[src/rtl/memio_pkg.sv]
// memio_pkg: constants and types shared by the stream adapters that sit on
// either side of the asynchronous FIFO.
//   STREAM_SKID_DEPTH - words the read-side prefetch buffer can hold
//   OCC_W             - width of an occupancy count covering 0..STREAM_SKID_DEPTH
//   stream_t          - {valid, data} handshake bundle for the upstream writer stage
package memio_pkg;

  localparam int STREAM_SKID_DEPTH = 2;
  localparam int OCC_W             = 2;
  localparam int STREAM_DATA_W     = 8;

  typedef struct packed {
    logic                     valid;
    logic [STREAM_DATA_W-1:0] data;
  } stream_t;

endpackage : memio_pkg

[src/rtl/fifo_stream_out.sv]
// fifo_stream_out: read-side adapter for the asynchronous FIFO (deq_clock domain).
// Turns the FIFO's registered-read port (request now, data next cycle) into a
// first-word-fall-through valid/ready stream. It prefetches into a two-entry
// buffer and sustains one word per cycle.
// Ports:
//   clock         FIFO deq_clock, rising edge
//   reset         synchronous, active-high (shared with the FIFO)
//   fifo_empty    FIFO empty flag for the current cycle
//   fifo_data     FIFO read data, valid the cycle after an accepted dequeue
//   fifo_dequeue  dequeue request to the FIFO
//   out_valid     out_data holds a word
//   out_ready     consumer takes the word this cycle
//   out_data      head word of the buffer
//   level         words held in the buffer (0..2), not counting the in-flight word
module fifo_stream_out
  import memio_pkg::*;
#(
  parameter int WIDTH = 8
) (
  input  logic             clock,
  input  logic             reset,
  input  logic             fifo_empty,
  input  logic [WIDTH-1:0] fifo_data,
  output logic             fifo_dequeue,
  output logic             out_valid,
  input  logic             out_ready,
  output logic [WIDTH-1:0] out_data,
  output logic [OCC_W-1:0] level
);

  localparam logic [OCC_W:0] SKID_DEPTH = (OCC_W + 1)'(STREAM_SKID_DEPTH);

  logic [WIDTH-1:0] buf_mem [STREAM_SKID_DEPTH];
  logic             wr_ptr;
  logic             rd_ptr;
  logic [OCC_W-1:0] occ;
  logic             inflight;

  logic             issue;
  logic             pop;
  logic [OCC_W:0]   credit_used;

  // A word is committed to the buffer one cycle after its dequeue, so the
  // request is gated on slots already used plus the word still in flight,
  // minus the slot freed by a pop this cycle. This keeps occ at 2 or less.
  // NOTE: every always_comb output gets a default first, so no path can
  // leave one unassigned and infer a latch.
  always_comb begin
    credit_used  = '0;
    fifo_dequeue = 1'b0;
    credit_used  = {1'b0, occ} + {{OCC_W{1'b0}}, inflight} - {{OCC_W{1'b0}}, pop};
    if (!reset && !fifo_empty && (credit_used < SKID_DEPTH)) begin
      fifo_dequeue = 1'b1;
    end
  end

  assign issue = fifo_dequeue && !fifo_empty;
  assign pop   = out_valid && out_ready;

  // The outputs are forced to zero while reset is high. This makes the
  // cleared state visible in the same cycle that reset rises, instead of
  // one edge later.
  assign out_valid = !reset && (occ != '0);
  assign out_data  = reset ? '0 : buf_mem[rd_ptr];
  assign level     = reset ? '0 : occ;

  // NOTE: all state, including the two buffer words, uses non-blocking
  // assignments. The buffer is cleared on reset because its head word is
  // visible on out_data.
  always_ff @(posedge clock) begin
    if (reset) begin
      occ      <= '0;
      inflight <= 1'b0;
      wr_ptr   <= 1'b0;
      rd_ptr   <= 1'b0;
      for (int i = 0; i < STREAM_SKID_DEPTH; i++) begin
        buf_mem[i] <= '0;
      end
    end else begin
      inflight <= issue;

      // fifo_data is valid only in the cycle after an accepted dequeue.
      if (inflight) begin
        buf_mem[wr_ptr] <= fifo_data;
        wr_ptr          <= ~wr_ptr;
      end

      if (pop) begin
        rd_ptr <= ~rd_ptr;
      end

      // A capture and a pop in the same cycle leave occ unchanged.
      case ({inflight, pop})
        2'b10:   occ <= occ + 1'b1;
        2'b01:   occ <= occ - 1'b1;
        default: occ <= occ;
      endcase
    end
  end

endmodule : fifo_stream_out

[config.mk]
export PLATFORM = sky130hd
export DESIGN_NAME = fifo_stream_out
export DESIGN_NICKNAME = d
export VERILOG_FILES = /design/src/rtl/memio_pkg.sv /design/src/rtl/fifo_stream_out.sv
export SDC_FILE = /design/constraint.sdc
export NUM_CORES = 1
export LEC_CHECK = 0
export ABC_AREA = 1
export CAP_MARGIN = 10
export CORE_MARGIN = 2
export CORE_UTILIZATION = 28
export DETAILED_ROUTE_END_ITERATION = 10
export DONT_BUFFER_PORTS = 1
export SYNTH_ARGS = -nofsm -noshare
export SYNTH_HDL_FRONTEND = slang
export SYNTH_SLANG_ARGS = --single-unit
[constraint.sdc]
create_clock -name clock -period 4.4 [get_ports clock]
set_clock_uncertainty 0.05 [all_clocks]
set_input_delay 1.1 -clock clock [delete_from_list [all_inputs] [get_ports clock]]
set_output_delay 1.1 -clock clock [all_outputs]
set_load 0.05 [all_outputs]
; Word level (Yosys, flattened, before mapping)
; Memory sizes are Yosys's and may differ from the RTL's. A register that Yosys moved wholly into a read port is not among the register bits.
; Index checks and enable logic that the tools add are counted.
[word_totals]
regBits = 5
ramBits = 16
inputBits = 12
out_inout_bits = 12
wordCells = 38
memories = 1
[mem_list]
columns = memory, words, word_bits, read_ports, rd_ports_with_merged_regs, wr, line_no
row1 = buf_mem, 2, 8, 1, 1, 2, fifo_stream_out.sv:33  ; logic [WIDTH-1:0] buf_mem [STREAM_SKID_DEPTH];
[classes]
n_addsub = 4
order_cmp = 1
n_eq_ne = 2
muxes = 14
bitwise_logic = 2
n_reduce_logical = 10
[op_table]
columns = op, n
row1 = two-way mux 8 bit, 2
row2 = two-way mux 1 bit, 10
row3 = OR reduction 8 bit, 1
row4 = logical AND 1 bit, 5
row5 = case mux 2 bit (2 select lines), 1
row6 = nonzero test 2 bit, 2
row7 = adder 2 x 1 -> 3 bit, 1
row8 = "less-than comparator 3 x 2 -> 1 bit, second input constant", 1
row9 = subtractor 3 x 1 -> 3 bit, 1
row10 = "adder 2 x 1 -> 2 bit, second input constant", 1
row11 = "== test 2 x 1 -> 1 bit, second input constant", 1
row12 = "== test 2 bit, second input constant", 1
row13 = zero test 1 bit, 2
row14 = two-way mux 2 bit, 1
row15 = inverter 1 bit, 2
row16 = "subtractor 2 x 1 -> 2 bit, second input constant", 1

; Depth between registers and ports, before layout
[logic_depth]
depth_word = 8
depth_mapped = 10
depth_no_buf = 10

; Worst setup path after synthesis
; No wires, ideal clock.
[synth_timing]
path_type = input-to-output
start = input reset
end = output fifo_dequeue
arrival_time_ps = 2929
required_time_ps = 3250
path_slack_ps = 321
path_stages = 9
n_path_buf = 0
path_cell_list = inv_4 > nand3_2 > inv_1 > ha_1 > nor2_1 > inv_1 > fa_1 > nand2_1 > nor2_1
[synth_between]
elab_chain_cells = 7
word_cells_on_any_way = 8
cone_classes = add/sub (1) / order compare (1) / mux (1) / reduce/logical (5)
[synth_lines]
columns = element, line_no
row1 = "start, declared", fifo_stream_out.sv:21  ; input logic reset,
row2 = zero test 1 bit, fifo_stream_out.sv:63  ; assign out_valid = !reset && (occ != '0);
row3 = logical AND 1 bit, fifo_stream_out.sv:63
row4 = logical AND 1 bit, fifo_stream_out.sv:58  ; assign pop = out_valid && out_ready;
row5 = net pop, fifo_stream_out.sv:40  ; logic pop;
row6 = subtractor 3 x 1 -> 3 bit, fifo_stream_out.sv:51  ; credit_used = {1'b0, occ} + {{OCC_W{1'b0}}, inflight} - {{OCC_W{1'b0}}, pop};
row7 = less-than comparator 3 x 2 -> 1 bit, fifo_stream_out.sv:52  ; if (!reset && !fifo_empty && (credit_used < SKID_DEPTH)) begin
row8 = logical AND 1 bit, fifo_stream_out.sv:52
row9 = two-way mux 1 bit, fifo_stream_out.sv:52
row10 = "end, declared", fifo_stream_out.sv:24  ; output logic fifo_dequeue,
; The timed path passes the listed nets, and every way through them passes these cells.

; Worst setup path after layout
; Ends and elaborated chain as after synthesis.

==> run summary <==
The run finished with clean final reports. The number of max-cap violations came out at 0. The standard cell core area came out at 3630 µm². Summed over all layers, the routed wires come to 1900 µm. The critical path required time is 3.25 ns.

The number of buffers inserted to repair setup after CTS came out at 0. The worst register-to-register path begins at occ[1]. The width of the die came out at 65.2 µm. The number of top-level pins came out at 24. In this run the clock root is driven by a clkbuf_8. The global-route usage over all layers came out at 9.74%. The maximum fanout encountered on the critical timing path is 18. Data on the critical path arrives at its endpoint at 2.70 ns. In this run the cell area of the synthesized design comes to 1050 µm².

Of the synthesized area, sequential elements account for 57.2%. Summed over all cells, the static leakage comes to 0.000525 µW. STA classifies the critical path startpoint as a primary input. The count of buffers from port buffering is 0. The min-delay analysis places its worst path in the category register to register. The wire length of the first global-routing pass is 3070 µm.

Counting flops and latches in the post-synthesis netlist gives 22. The number of nets with antenna violations after detailed routing is 0. The placement row count came out at 22.

The count of unique library cells instantiated by Yosys came out at 18. The worst setup timing slack at the placement stage is 0.550 ns. STA classifies the critical path endpoint as an output pin. Entering global routing, the biggest net connects 19 pins. Fill cells in the final layout number 379. No sink is reached through more buffers than the 2 on the longest clock path. The peak supply drop is 106 µV. Excluding fillers, the count of instances in the completed layout stands at 172.

The sum of internal, switching and leakage power came out at 487 µW. The number of clock sinks is 22. The initial antenna violation count came out at 0. Clock tree synthesis inserted a total of 3 buffers. The number of warning messages in the yosys log is 0. The total overflow reported by the global router came out at 0. The share of final-layout standard cells stronger than drive strength 1 came out at 9.68%. After routing, the total negative slack on setup checks comes to 0 ns. The total of hold buffers inserted after clock tree synthesis came out at 0.

The via count of the first global-routing pass came out at 674. In this run the number of H-tree levels came out at 1. The cell area power density came out at 421 nW/µm². The mean cell area of the mapped netlist is 8.82 µm². The initial core utilization is 28.9%. The final count of negative-setup-slack endpoints came out at 0. The die area came out at 4250 µm². Detailed routing inserted a total of 746 vias. The pin slew with the least headroom to its limit came out at 0.935 ns. The weighted congestion reported at the end of routability-driven placement came out at 0.734. The area overhead of the layout relative to synthesis is 10.4%. The critical path is of the primary input to output pin type. The net count of the finished layout is 140. The final worst setup slack is 0.552 ns.

Measured along the y axis, the die boundary spans 65.2 µm. The first routing iteration left 46 violations. The number of max-slew violations in the final report came out at 0.

The worst hold path begins at wr_ptr. The final period demand of the worst path is 3.85 ns. TritonCTS built the clock tree. The total count of hold-check failures in the final report is 0.

The maximum frequency from static timing analysis came out at 260 MHz. The count of cells resized by post-cts repair is 0. Headroom to the max-slew limit came out at 37.4%. Counting every net in the synthesized netlist gives 134.

Dividing the detail-routed wire length by the instance count gives 11.0 µm. Once detailed placement completed, the half-perimeter wirelength came to 1460 µm. The worst setup path startpoint is reset. Synthesis produced a netlist whose cell count is 119. The number of antenna diodes is 0. The placed cell count came out at 168.

The first detailed-routing pass ran for 4 iterations. The part of the cycle the worst path needs came out at 87.5%. Clock-pin slew was measured on the worst setup and hold paths at 0.07 ns. The clock latency on the worst-skew pair came out at 0.26 ns. After detailed routing, the number of remaining DRC violations is 0. The number of vias per cell after detailed routing came out at 4.34. Setup repair after global routing left no endpoint under its margin.
[cells in the mapped netlist]
library cell | number | share of area [%]
a21oi_1 | 1 | 0.48
ha_1 | 2 | 2.4
inv_2 | 2 | 0.72
nand2_1 | 10 | 3.6
fa_1 | 1 | 1.9
nor2_1 | 46 | 16
o21ai_0 | 8 | 3.8
dfxtp_1 | 6 | 11
nand3_1 | 1 | 0.48
edfxtp_1 | 16 | 46
o21ai_1 | 1 | 0.48
nand2_2 | 2 | 1.2
inv_1 | 16 | 5.7
inv_4 | 1 | 0.60
nand3_2 | 2 | 1.9
nand4_1 | 2 | 1.2
xor2_1 | 1 | 0.83
buf_6 | 1 | 1.1
[metrics by stage]
step	area (µm²)	hold WS [ns]	util [%]
after floorplan	1050	0.423	-
after global placement	1110	0.436	30.6
after detailed placement	1110	0.443	30.6
after CTS	1160	0.456	31.9
after global routing	1160	0.494	31.9
final	1160	0.454	31.9
[where the power goes]
group	internal, µW	switching [µW]
clock network	64.7	64.9
registers	241	10.3
logic	22.7	83.4
total	329	159
[layer usage]
metal	vias to the layer above	global-route usage, %	part of all wire (%)
li1	382	-	-
met1	343	10.7	40
met2	16	17.2	54
met3	5	1.20	2.6
met4	0	7.03	3.1
met5	-	0	0
[registers in the layout, indices dropped and copies added, names as in the netlist, named ones only]
signal / cells
rd_ptr: 1
wr_ptr: 1
inflight: 1
buf_mem: 16
occ: 2
[worst max-delay path: stages]
cell and delay [ns]:
inv_4 0.13, nand3_2 0.10, inv_1 0.08, ha_1 0.24, nor2_1 0.14, inv_1 0.07, fa_1 0.47, nand2_1 0.07
nor2_1 0.10, buf_4 0.20
[layout by cell type (no fill, tap or decap), types with 2 or more instances in the layout]
| cell | count |
|---|---|
| nand3_2 | 2 |
| o21ai_0 | 8 |
| nand4_1 | 2 |
| clkbuf_8 | 3 |
| inv_1 | 16 |
| nand2_2 | 2 |
| dfxtp_1 | 6 |
| nor2_1 | 46 |
| ha_1 | 2 |
| edfxtp_1 | 16 |
| nand2_1 | 10 |
| buf_4 | 2 |
| inv_2 | 2 |
[final timing paths]
kind,endpoint,slack (ns),depth (start not counted)
hold reg to reg,wr_ptr,0.45,2
setup / recovery,fifo_dequeue,0.55,10
hold / removal,wr_ptr,0.45,2
setup reg to reg,inflight,2.41,10
[logic make-up after synthesis]
family	share of synthesized area, %
XOR/XNOR	0.834
AO/OA/AOI/OAI	4.77
flip-flops	57.2
adder cells (fa/ha/maj)	4.29
buffers and inverters	8.11
AND/OR/NAND/NOR	24.8
[cell type report]
type | instances | area [µm²] | area share, %
inverter | 19 | 73.8 | 6.37
timing repair buffer | 2 | 15.0 | 1.30
sequential | 22 | 601 | 51.8
tap | 48 | 60.1 | 5.18
multi-input combinational | 77 | 364 | 31.4
clock buffer | 4 | 45.0 | 3.89
Note: power is estimated with default switching activity, not from simulation.
